<file path="src/rtl/mem_copy_dma.sv">
// Word-copy bus initiator: copies len 32-bit words from src_addr to dst_addr over
// the shared dmem port, one granted read then one granted write per word.
module mem_copy_dma #(
    parameter int LEN_W = 8
) (
    input  logic             clk,
    input  logic             reset,
    input  logic             start,
    input  logic [31:0]      src_addr,
    input  logic [31:0]      dst_addr,
    input  logic [LEN_W-1:0] len,
    output logic             busy,
    output logic             done,
    output logic             err,
    output logic             mem_req,
    input  logic             mem_gnt,
    output logic             mem_we,
    output logic [31:0]      mem_a,
    output logic [31:0]      mem_wd,
    input  logic [31:0]      mem_rd
);

    typedef enum logic [1:0] {
        S_IDLE,
        S_RD,
        S_WR,
        S_DONE
    } state_t;

    state_t           state_q, state_d;
    logic [31:0]      src_q, src_d;
    logic [31:0]      dst_q, dst_d;
    logic [LEN_W-1:0] cnt_q, cnt_d;
    logic [31:0]      buf_q, buf_d;
    logic             err_q, err_d;

    always_ff @(posedge clk or negedge reset) begin
        if (!reset) begin
            state_q <= S_IDLE;
            src_q   <= '0;
            dst_q   <= '0;
            cnt_q   <= '0;
            buf_q   <= '0;
            err_q   <= 1'b0;
        end else begin
            state_q <= state_d;
            src_q   <= src_d;
            dst_q   <= dst_d;
            cnt_q   <= cnt_d;
            buf_q   <= buf_d;
            err_q   <= err_d;
        end
    end

    always_comb begin
        state_d = state_q;
        src_d   = src_q;
        dst_d   = dst_q;
        cnt_d   = cnt_q;
        buf_d   = buf_q;
        err_d   = 1'b0;
        mem_req = 1'b0;
        mem_we  = 1'b0;
        mem_a   = '0;
        unique case (state_q)
            S_IDLE: begin
                if (start) begin
                    if (src_addr[1:0] != 2'b00 || dst_addr[1:0] != 2'b00) begin
                        err_d = 1'b1;
                    end else if (len == '0) begin
                        state_d = S_DONE;
                    end else begin
                        src_d   = src_addr;
                        dst_d   = dst_addr;
                        cnt_d   = len;
                        state_d = S_RD;
                    end
                end
            end
            S_RD: begin
                mem_req = 1'b1;
                mem_a   = src_q;
                if (mem_gnt) begin
                    buf_d   = mem_rd;
                    state_d = S_WR;
                end
            end
            S_WR: begin
                // Write strobe is gated by the grant so it can never fire ungranted.
                mem_req = 1'b1;
                mem_a   = dst_q;
                mem_we  = mem_gnt;
                if (mem_gnt) begin
                    src_d   = src_q + 32'd4;
                    dst_d   = dst_q + 32'd4;
                    cnt_d   = cnt_q - LEN_W'(1);
                    state_d = (cnt_q == LEN_W'(1)) ? S_DONE : S_RD;
                end
            end
            S_DONE: begin
                state_d = S_IDLE;
            end
            default: begin
                state_d = S_IDLE;
            end
        endcase
    end

    assign mem_wd = buf_q;
    assign busy   = (state_q != S_IDLE);
    assign done   = (state_q == S_DONE);
    assign err    = err_q;

endmodule

</file>
<file path="config.mk">
export PLATFORM = sky130hd
export DESIGN_NAME = mem_copy_dma
export DESIGN_NICKNAME = d
export VERILOG_FILES = /design/src/rtl/mem_copy_dma.sv
export SDC_FILE = /design/constraint.sdc
export NUM_CORES = 1
export LEC_CHECK = 0
export ABC_AREA = 1
export CAP_MARGIN = 0
export CORE_MARGIN = 2
export CORE_UTILIZATION = 31
export DETAILED_ROUTE_END_ITERATION = 8
export DONT_BUFFER_PORTS = 1
export HOLD_SLACK_MARGIN = 0.08
export PLACE_DENSITY = 0.5
export SYNTH_ARGS = -nofsm -noshare
export SYNTH_HDL_FRONTEND = slang
export SYNTH_SLANG_ARGS = --single-unit
export TNS_END_PERCENT = 1
</file>
<file path="constraint.sdc">
create_clock -name clk -period 2.3 [get_ports clk]
set_clock_uncertainty 0.2 [all_clocks]
set_input_delay 0.115 -clock clk [delete_from_list [all_inputs] [get_ports clk]]
set_output_delay 0.115 -clock clk [all_outputs]
set_load 0.01 [all_outputs]
</file>
* Word level (Yosys, flattened, before mapping)
Index checks and enable logic that the tools add are counted.
Operators by class: muxes and demuxes 28, add/subtract/negate cells 3, equality and inequality tests 9, reductions and logical operators 11
Operator list (number):
- 32-bit 2-to-1 mux | 8
- 32-bit case mux with 2 select lines | 3
- 32-bit by 3-bit adder with 32-bit output, second input constant | 2
- 8-bit 2-to-1 mux | 4
- 8-bit case mux with 2 select lines | 1
- 2-bit 2-to-1 mux | 6
- 2-bit != test, second input constant | 5
- 8-bit by 1-bit equality test with 1-bit output, second input constant | 1
- 8-bit logical NOT | 1
- 2-bit case mux with 4 select lines | 1
- 2-bit nonzero test | 4
- 8-bit by 1-bit subtractor with 8-bit output, second input constant | 1
- 1-bit 2-to-1 mux | 5
- 5-bit AND reduction | 1
- 2-bit equality test, second input constant | 2
- 4-bit AND reduction | 1
- 2-bit by 1-bit equality test with 1-bit output, second input constant | 1
- 2-bit logical NOT | 1
- 2-bit AND reduction | 1
- 2-bit OR reduction | 1
- 1-bit logical OR | 1
Storage, ports and cells: register bits after elaboration 107, word-level logic and storage cells 57

* Logic depth before layout (Yosys ltp)
Gate-level depths: netlist (run 1).
depth after elaboration 5, depth in mapped cells 12, gate-level depth less buffers 11

* Worst setup path after synthesis (run 1)
OpenSTA, ideal clock, no wires.
kind register to register, start register state_q[0], end register cnt_q[7], slack 0.467 ns, data arrival time 1.512 ns, stages on the path, launching flop included 11, path buffers 2, period minus slack after synthesis 1.833 ns, cell sequence dfrtp_1 -> inv_1 -> ha_1 -> inv_2 -> o21ai_2 -> a21oi_2 -> nand3_2 -> buf_6 -> buf_6 -> o21ai_1 -> nand2_1
Between the ends: cells in the longest elaborated chain, start to end 3, elaborated cells between the ends (all ways) 9, classes of those cells eq/ne (5); mux (1); reduce/logical (3)
Ends and longest elaborated chain:
- start: declaration | RTL line 30 | state_t state_q, state_d;
- start signal: assignment | RTL line 46 | state_q <= state_d;
- 2-bit equality test or 2-bit logical NOT (tied branches) | RTL line 65 | unique case (state_q)
- 2-bit != test (no line) or 2-bit nonzero test (tied branches)
- 5-bit AND reduction (no line)
- end signal: assignment | RTL line 49 | cnt_q <= cnt_d;
- end: declaration | RTL line 33 | logic [LEN_W-1:0] cnt_q, cnt_d;
Parallel ways exist; a longest one is shown, timed or not. A chain may end at the register's enable or synchronous reset.

* Worst setup path in the final report (run 1)
start register state_q[1], end register buf_q[14], in the netlist mem_wd[14]
Between the ends: cells in the longest elaborated chain, start to end 2
Ends and longest elaborated chain:
- 2-bit by 1-bit equality test with 1-bit output | RTL line 65
- 2-bit AND reduction (no line)
- end signal: assignment | RTL line 50 | buf_q <= buf_d;
- end: declaration | RTL line 34 | logic [31:0] buf_q, buf_d;
Every way passes these cells.

==> results of run 1 <==
final cells by class:
class                           count  area (sq um)
Inverter                           79           302
Clock inverter                      7          83.8
Clock buffer                        9           225
Timing Repair Buffer              185          1840
Fill cell                        2376         13100
Sequential cell                   107          2680
Tap cell                          285           357
Multi-Input combinational cell    852          4130
worst min path at each step:
stage          startpoint                      to  slack [ns]  depth (start not counted)
3_3_place_gp        reset    cnt_q[4]$_DFFE_PN0P_       -0.37                          0
5_1_grt             reset    cnt_q[4]$_DFFE_PN0P_       -0.77                          0
6_report            reset    cnt_q[4]$_DFFE_PN0P_       -0.75                          0
2_1_floorplan       reset    cnt_q[0]$_DFFE_PN0P_       -0.38                          0
3_5_place_dp        reset    cnt_q[4]$_DFFE_PN0P_       -0.37                          0
4_1_cts             reset  mem_wd[31]$_DFFE_PN0P_       -0.77                          0
cell families after synthesis:
logic type               after synthesis  share of synthesized area
adder cells (fa/ha/maj)                8                     0.0139
flip-flops                           107                      0.373
AND/OR/NAND/NOR                      702                      0.405
buffers and inverters                121                     0.0738
multiplexers                          32                     0.0501
AO/OA/AOI/OAI                        110                     0.0846
where the power goes:
part | internal (mW) | switching [mW] | leakage (nW) | total [mW]
combinational | 2.81 | 4.02 | 2.94 | 6.83
sequential | 2.80 | 1.24 | 1.32 | 4.04
clock | 0.791 | 0.864 | 0.152 | 1.65
total | 6.41 | 6.12 | 4.41 | 12.5
state kept, by name (all words and copies together), names as in the netlist:
name / flops
err: 1
src_q: 32
state_q: 2
cnt_q: 8
dst_q: 32
mem_wd: 32
metrics by stage:
| stage | power [mW] | utilization | area [sq um] | setup TNS [ns] |
|---|---|---|---|---|
| after floorplan | 7.91 | - | 7190 | 0 |
| after detailed placement | 9.87 | 0.340 | 7730 | 0 |
| after global routing | 13.6 | 0.424 | 9620 | -0.666 |
| after CTS | 12.2 | 0.414 | 9400 | -0.183 |
| final | 12.5 | 0.424 | 9620 | 0 |
| after global placement | 9.80 | 0.340 | 7730 | 0 |
synthesized netlist by cell type, types with 8 or more instances:
| library cell | count |
|---|---|
| nor2_2 | 16 |
| o21ai_0 | 49 |
| nand2_1 | 456 |
| nor2_1 | 118 |
| a21oi_1 | 33 |
| mux2_2 | 32 |
| inv_1 | 76 |
| clkbuf_1 | 10 |
| ha_1 | 8 |
| dfrtp_1 | 107 |
| a21boi_0 | 10 |
| buf_2 | 22 |
| nand4_1 | 12 |
| nand3_1 | 77 |
critical path, delay by kind of cell (launching register included):
| kind | cells | cell delay, ns |
|---|---|---|
| buffers and inverters | 3 | 0.88 |
| multiplexers | 1 | 0.35 |
| AND/OR/NAND/NOR | 1 | 0.09 |
| adder cells (fa/ha/maj) | 1 | 0.21 |
| flip-flops | 1 | 0.42 |
metal layers:
layer | share of wire | vias up | wire, um | track usage
met5 | 0 | - | 0 | 0
li1 | - | 3734 | - | -
met4 | 0.012 | 0 | 310 | 0.0446
met3 | 0.059 | 16 | 1470 | 0.0402
met2 | 0.46 | 185 | 11500 | 0.329
met1 | 0.47 | 3438 | 11600 | 0.282
repair_timing:
| item | CTS | global route |
|---|---|---|
| pin swaps | 0 | 1 |
| setup buffers | 0 | 5 |
| setup endpoints to repair | 26 | 96 |
| gates resized for setup | 9 | 37 |
| gates cloned | 0 | 1 |
| hold endpoints to repair | 214 | 107 |
==> metrics, run 1 <==
TritonCTS Buffers=9; RePlAce Congestion=0.848; RSZ-0062 raised after global routing=true; Critical Path Source Type=register; syn_nets=1196; initial antenna violation count=0; CTS tree=yes; cell at the root of the clock tree=clkbuf_16; top_reg_cell synth=dfrtp_1; row cnt=55; Crit Path Class=reg -> reg; grt ovf=0; Slew Limit Fails=0; vias in the first global route=a little over 7000; Chip Width=between 150 and 200 um; final setup fails=0; Critical Path End=mem_wd[14]$_DFFE_PN0P_; area share of the largest cell type after synthesis=0.373; Rel. slew slack=0.707; Post-DRT Antenna Nets=0; Max-Cap Viols=0; Seq cells post-synth=between 100 and 150; Worst setup EP type=register; HPWL after detailed placement=17700 um; # DRC=0; drt first pass iters=6; commonest non-fill, non-tap cell in the layout=nand2_1; Hold/Removal Path Class=in -> async; clock sinks=107; top-level port count=177; synthesized area per cell=6.65 sq um; H-tree depth=3; CP max-delay cell=dlygate4sd3_1; DR vias=7373; Critical Path RT=2.35 ns; # nets final=1350; # placed instances=about 1400; crit path max fanout=16; Period minus WS final=2.26 ns; Peak VDD IR=about 0.8 mV; largest net degree at the start of global routing=about 110; Initial Util=0.316; synth top area cells=dfrtp_1, nand2_1, nor2_1; share of layout cells above drive strength 1=0.136; Distinct cells, synth=32; Arr. time, crit path=2.31 ns; Placeable Area=0.0227 sq mm; Yosys warnings=0; hold buffers post-CTS=133; Setup crit start=state_q[1]$_DFFE_PN0P_; Largest stage delay, worst path=0.57 ns; Syn Std Cell Area=0.00719 sq mm; worst reg2reg path depth=6; final worst-path cycle share=0.982; clk_lat worst skew=~0.36 ns; ANT cells=0; routed wire length=25000 um; post-synthesis sequential area ratio=0.373; Die Ht=~160 um; Leak=4.41 nW; EDFF count, synth=0; Yosys top cell by area=dfrtp_1; worst r2r dst=mem_wd[14]$_DFFE_PN0P_; Tightest Pin Transition=0.440 ns; vias per inst=approximately 4.8; Worst Hold Slack=-0.749 ns; wire length of the first global-routing pass=38800 um; failing checks=negative hold slack; pwr/cell area=1300 mW/mm^2; final worst slack=0.0404 ns; pre-CTS WS=0.157 ns; Clock Path Buffers=2; synthesis-to-layout area growth=33.8%; total die area=around 0.024 sq mm; IO Port Bufs=0; most frequent cells in the layout=nand2_1, dlygate4sd3_1, nor2_1; share of synthesized flip-flops with an asynchronous set or reset=1.00; Iter 0 DRT Violations=405; Syn Inst Count=1080; fmax=0.443 GHz; Post-Layout Cell Count=1524; clk slew on worst S/H paths=approximately 0.090 ns; status=finished, violations left; final hold violation count=107; CP Cell Sequence=inv_1, ha_4, nand2_4, clkbuf_16, mux2_2, dlygate4sd3_1; flop-to-flop setup slack=0.04 ns; Tot GR Track Use=0.203; DR WL/cell=16.4 um; RR Startpoint=state_q[1]$_DFFE_PN0P_
Power figures use the tool's default switching activity.
==> inputs of run 2 (changes only) <==
CELL_PAD_IN_SITES_DETAIL_PLACEMENT = 1   (was unset)
CELL_PAD_IN_SITES_GLOBAL_PLACEMENT = 1   (was unset)
PLACE_DENSITY = 0.64   (was 0.5)
==> run 2 against run 1 <==
The flow still finishes with violations (negative hold slack). Sequential power hardly changed. Combinational power is 5.3% higher. Clock power is 3% higher. Flip-flop and latch count stayed put. Cell area is 1.4% lower. Sequential share of layout area is 0.38 points higher. Hold slack worse by 0.015 ns. Cell count is 1.7% lower.
==> metrics, run 2 (synthesis results as in run 1) <==
status=finished, violations left; failing checks=negative hold slack; grt ovf=0; # nets final=1324; Max-Cap Viols=0; synthesis-to-layout area growth=32.0%; pwr/cell area=1360 mW/mm^2; HPWL after detailed placement=approximately 18000 um; Critical Path Source Type=register; Rel. slew slack=0.749; pre-CTS WS=0.0712 ns; Fillers=2852; fmax=0.440 GHz; post-route setup TNS=0 ns; overall power=12.9 mW; row cnt=55; Die Ht=about 160 um; Top Layer Used=met4; DR WL/cell=~19 um; initial antenna violation count=0; Critical Path RT=1.99 ns; Post-DRT Antenna Nets=0; Clock Path Buffers=2; crit path max fanout=32; vias in the first global route=7865; Initial Util=0.316; # DRC=0; DR vias=7602; RePlAce Congestion=0.795; IO Port Bufs=0; CTS tree=yes; Period minus WS final=around 2.3 ns; clk slew on worst S/H paths=~0.090 ns; Slew Limit Fails=0; share of layout cells above drive strength 1=0.133; routed wire length=roughly 28000 um; Arr. time, crit path=1.96 ns; RR Startpoint=state_q[0]$_DFFE_PN0P_; final worst slack=0.0284 ns; Detail Route met2 WL=approximately 14000 um; cell at the root of the clock tree=clkbuf_16; top-level port count=177; TritonCTS Buffers=9; Hold/Removal Path Class=in -> async; Worst Hold Slack=-0.764 ns; drt first pass iters=5; worst r2r dst=src_q[2]$_DFFE_PN0P_; Chip Width=156 um; RSZ-0062 raised after global routing=true; Worst setup EP type=output pin; most frequent cells in the layout=nand2_1, nor2_1, dfrtp_1, dlygate4sd3_1, nand3_1; clock sinks=107; ANT cells=0; largest net degree at the start of global routing=108; flop-to-flop setup slack=0.10 ns; wire length of the first global-routing pass=around 42000 um; Placeable Area=0.0227 sq mm; Tot GR Track Use=0.219; Reg area=0.00268 sq mm; final setup fails=0; clk_lat worst skew=0.37 ns; Peak VDD IR=approximately 1.8 mV; Crit Path Class=reg -> out; DR WL met3=1240 um; final worst-path cycle share=0.988; commonest non-fill, non-tap cell in the layout=nand2_1; final hold violation count=107; Tightest Pin Transition=approximately 0.38 ns; Leak=4.33 nW; total die area=0.0244 sq mm; M1 wire length=12800 um; H-tree depth=3; vias per inst=between 5 and 6; Iter 0 DRT Violations=369; area of the multi-input gates=0.00415 sq mm; worst reg2reg path depth=10
-- run 2: what timing repair did --
action | 4_1_cts | 5_1_grt
hold buffers | 107 | 2
buffers inserted | 0 | 5
cloned | 1 | 4
endpoints found under the hold margin | 214 | 109
pin swaps | 1 | 2
endpoints found under the setup margin | 20 | 96
gates resized for setup | 12 | 28
-- run 2: through the flow --
stage / utilization / std cells / instance area (sq um) / hold slack (ns)
4_1_cts: 0.405 / 1489 / 9200 / -0.782
3_3_place_gp: 0.340 / 1365 / 7720 / -0.374
6_report: 0.418 / 1498 / 9480 / -0.764
2_1_floorplan: - / 1080 / 7190 / -0.381
3_5_place_dp: 0.340 / 1365 / 7720 / -0.375
5_1_grt: 0.418 / 1498 / 9480 / -0.781
-- run 2: critical path, stage by stage (launching register included) --
cell and delay [ns]:
dfrtp_1 0.40, inv_1 0.12, ha_2 0.40, inv_1 0.09, buf_12 0.18, a21oi_2 0.20
buf_4 0.15
-- run 2: layout make-up --
class,instances,area share
Multi-Input combinational cell,852,0.437
Clock buffer,9,0.0237
Tap cell,285,0.0376
Inverter,79,0.0321
Clock inverter,7,0.00989
Sequential cell,107,0.282
Timing Repair Buffer,159,0.177
-- run 2: worst max path at each step --
stage | start | to | slack [ns] | cells past startpoint
after floorplan | state_q[0]$_DFFE_PN0P_ | cnt_q[7]$_DFFE_PN0P_ | 0.47 | 10
after global placement | state_q[0]$_DFFE_PN0P_ | dst_q[22]$_DFFE_PN0P_ | 0.20 | 10
after detailed placement | state_q[0]$_DFFE_PN0P_ | src_q[14]$_DFFE_PN0P_ | 0.07 | 9
after global routing | state_q[0]$_DFFE_PN0P_ | mem_a[28] | -0.07 | 6
after CTS | state_q[0]$_DFFE_PN0P_ | mem_a[26] | -0.02 | 6
final | state_q[0]$_DFFE_PN0P_ | mem_a[28] | 0.03 | 6
-- run 2: power by group --
part           internal (mW)  switching (mW)  total (mW)
Sequential              2.80            1.22        4.02
Clock                  0.790           0.910        1.70
Combinational           2.81            4.38        7.19
Total                   6.39            6.52        12.9
-- run 2: routing by layer --
layer / vias to the layer above / global-route usage
met5: - / 0
met4: 0 / 0.0398
met3: 19 / 0.0366
met2: 172 / 0.377
met1: 3741 / 0.292
li1: 3670 / -
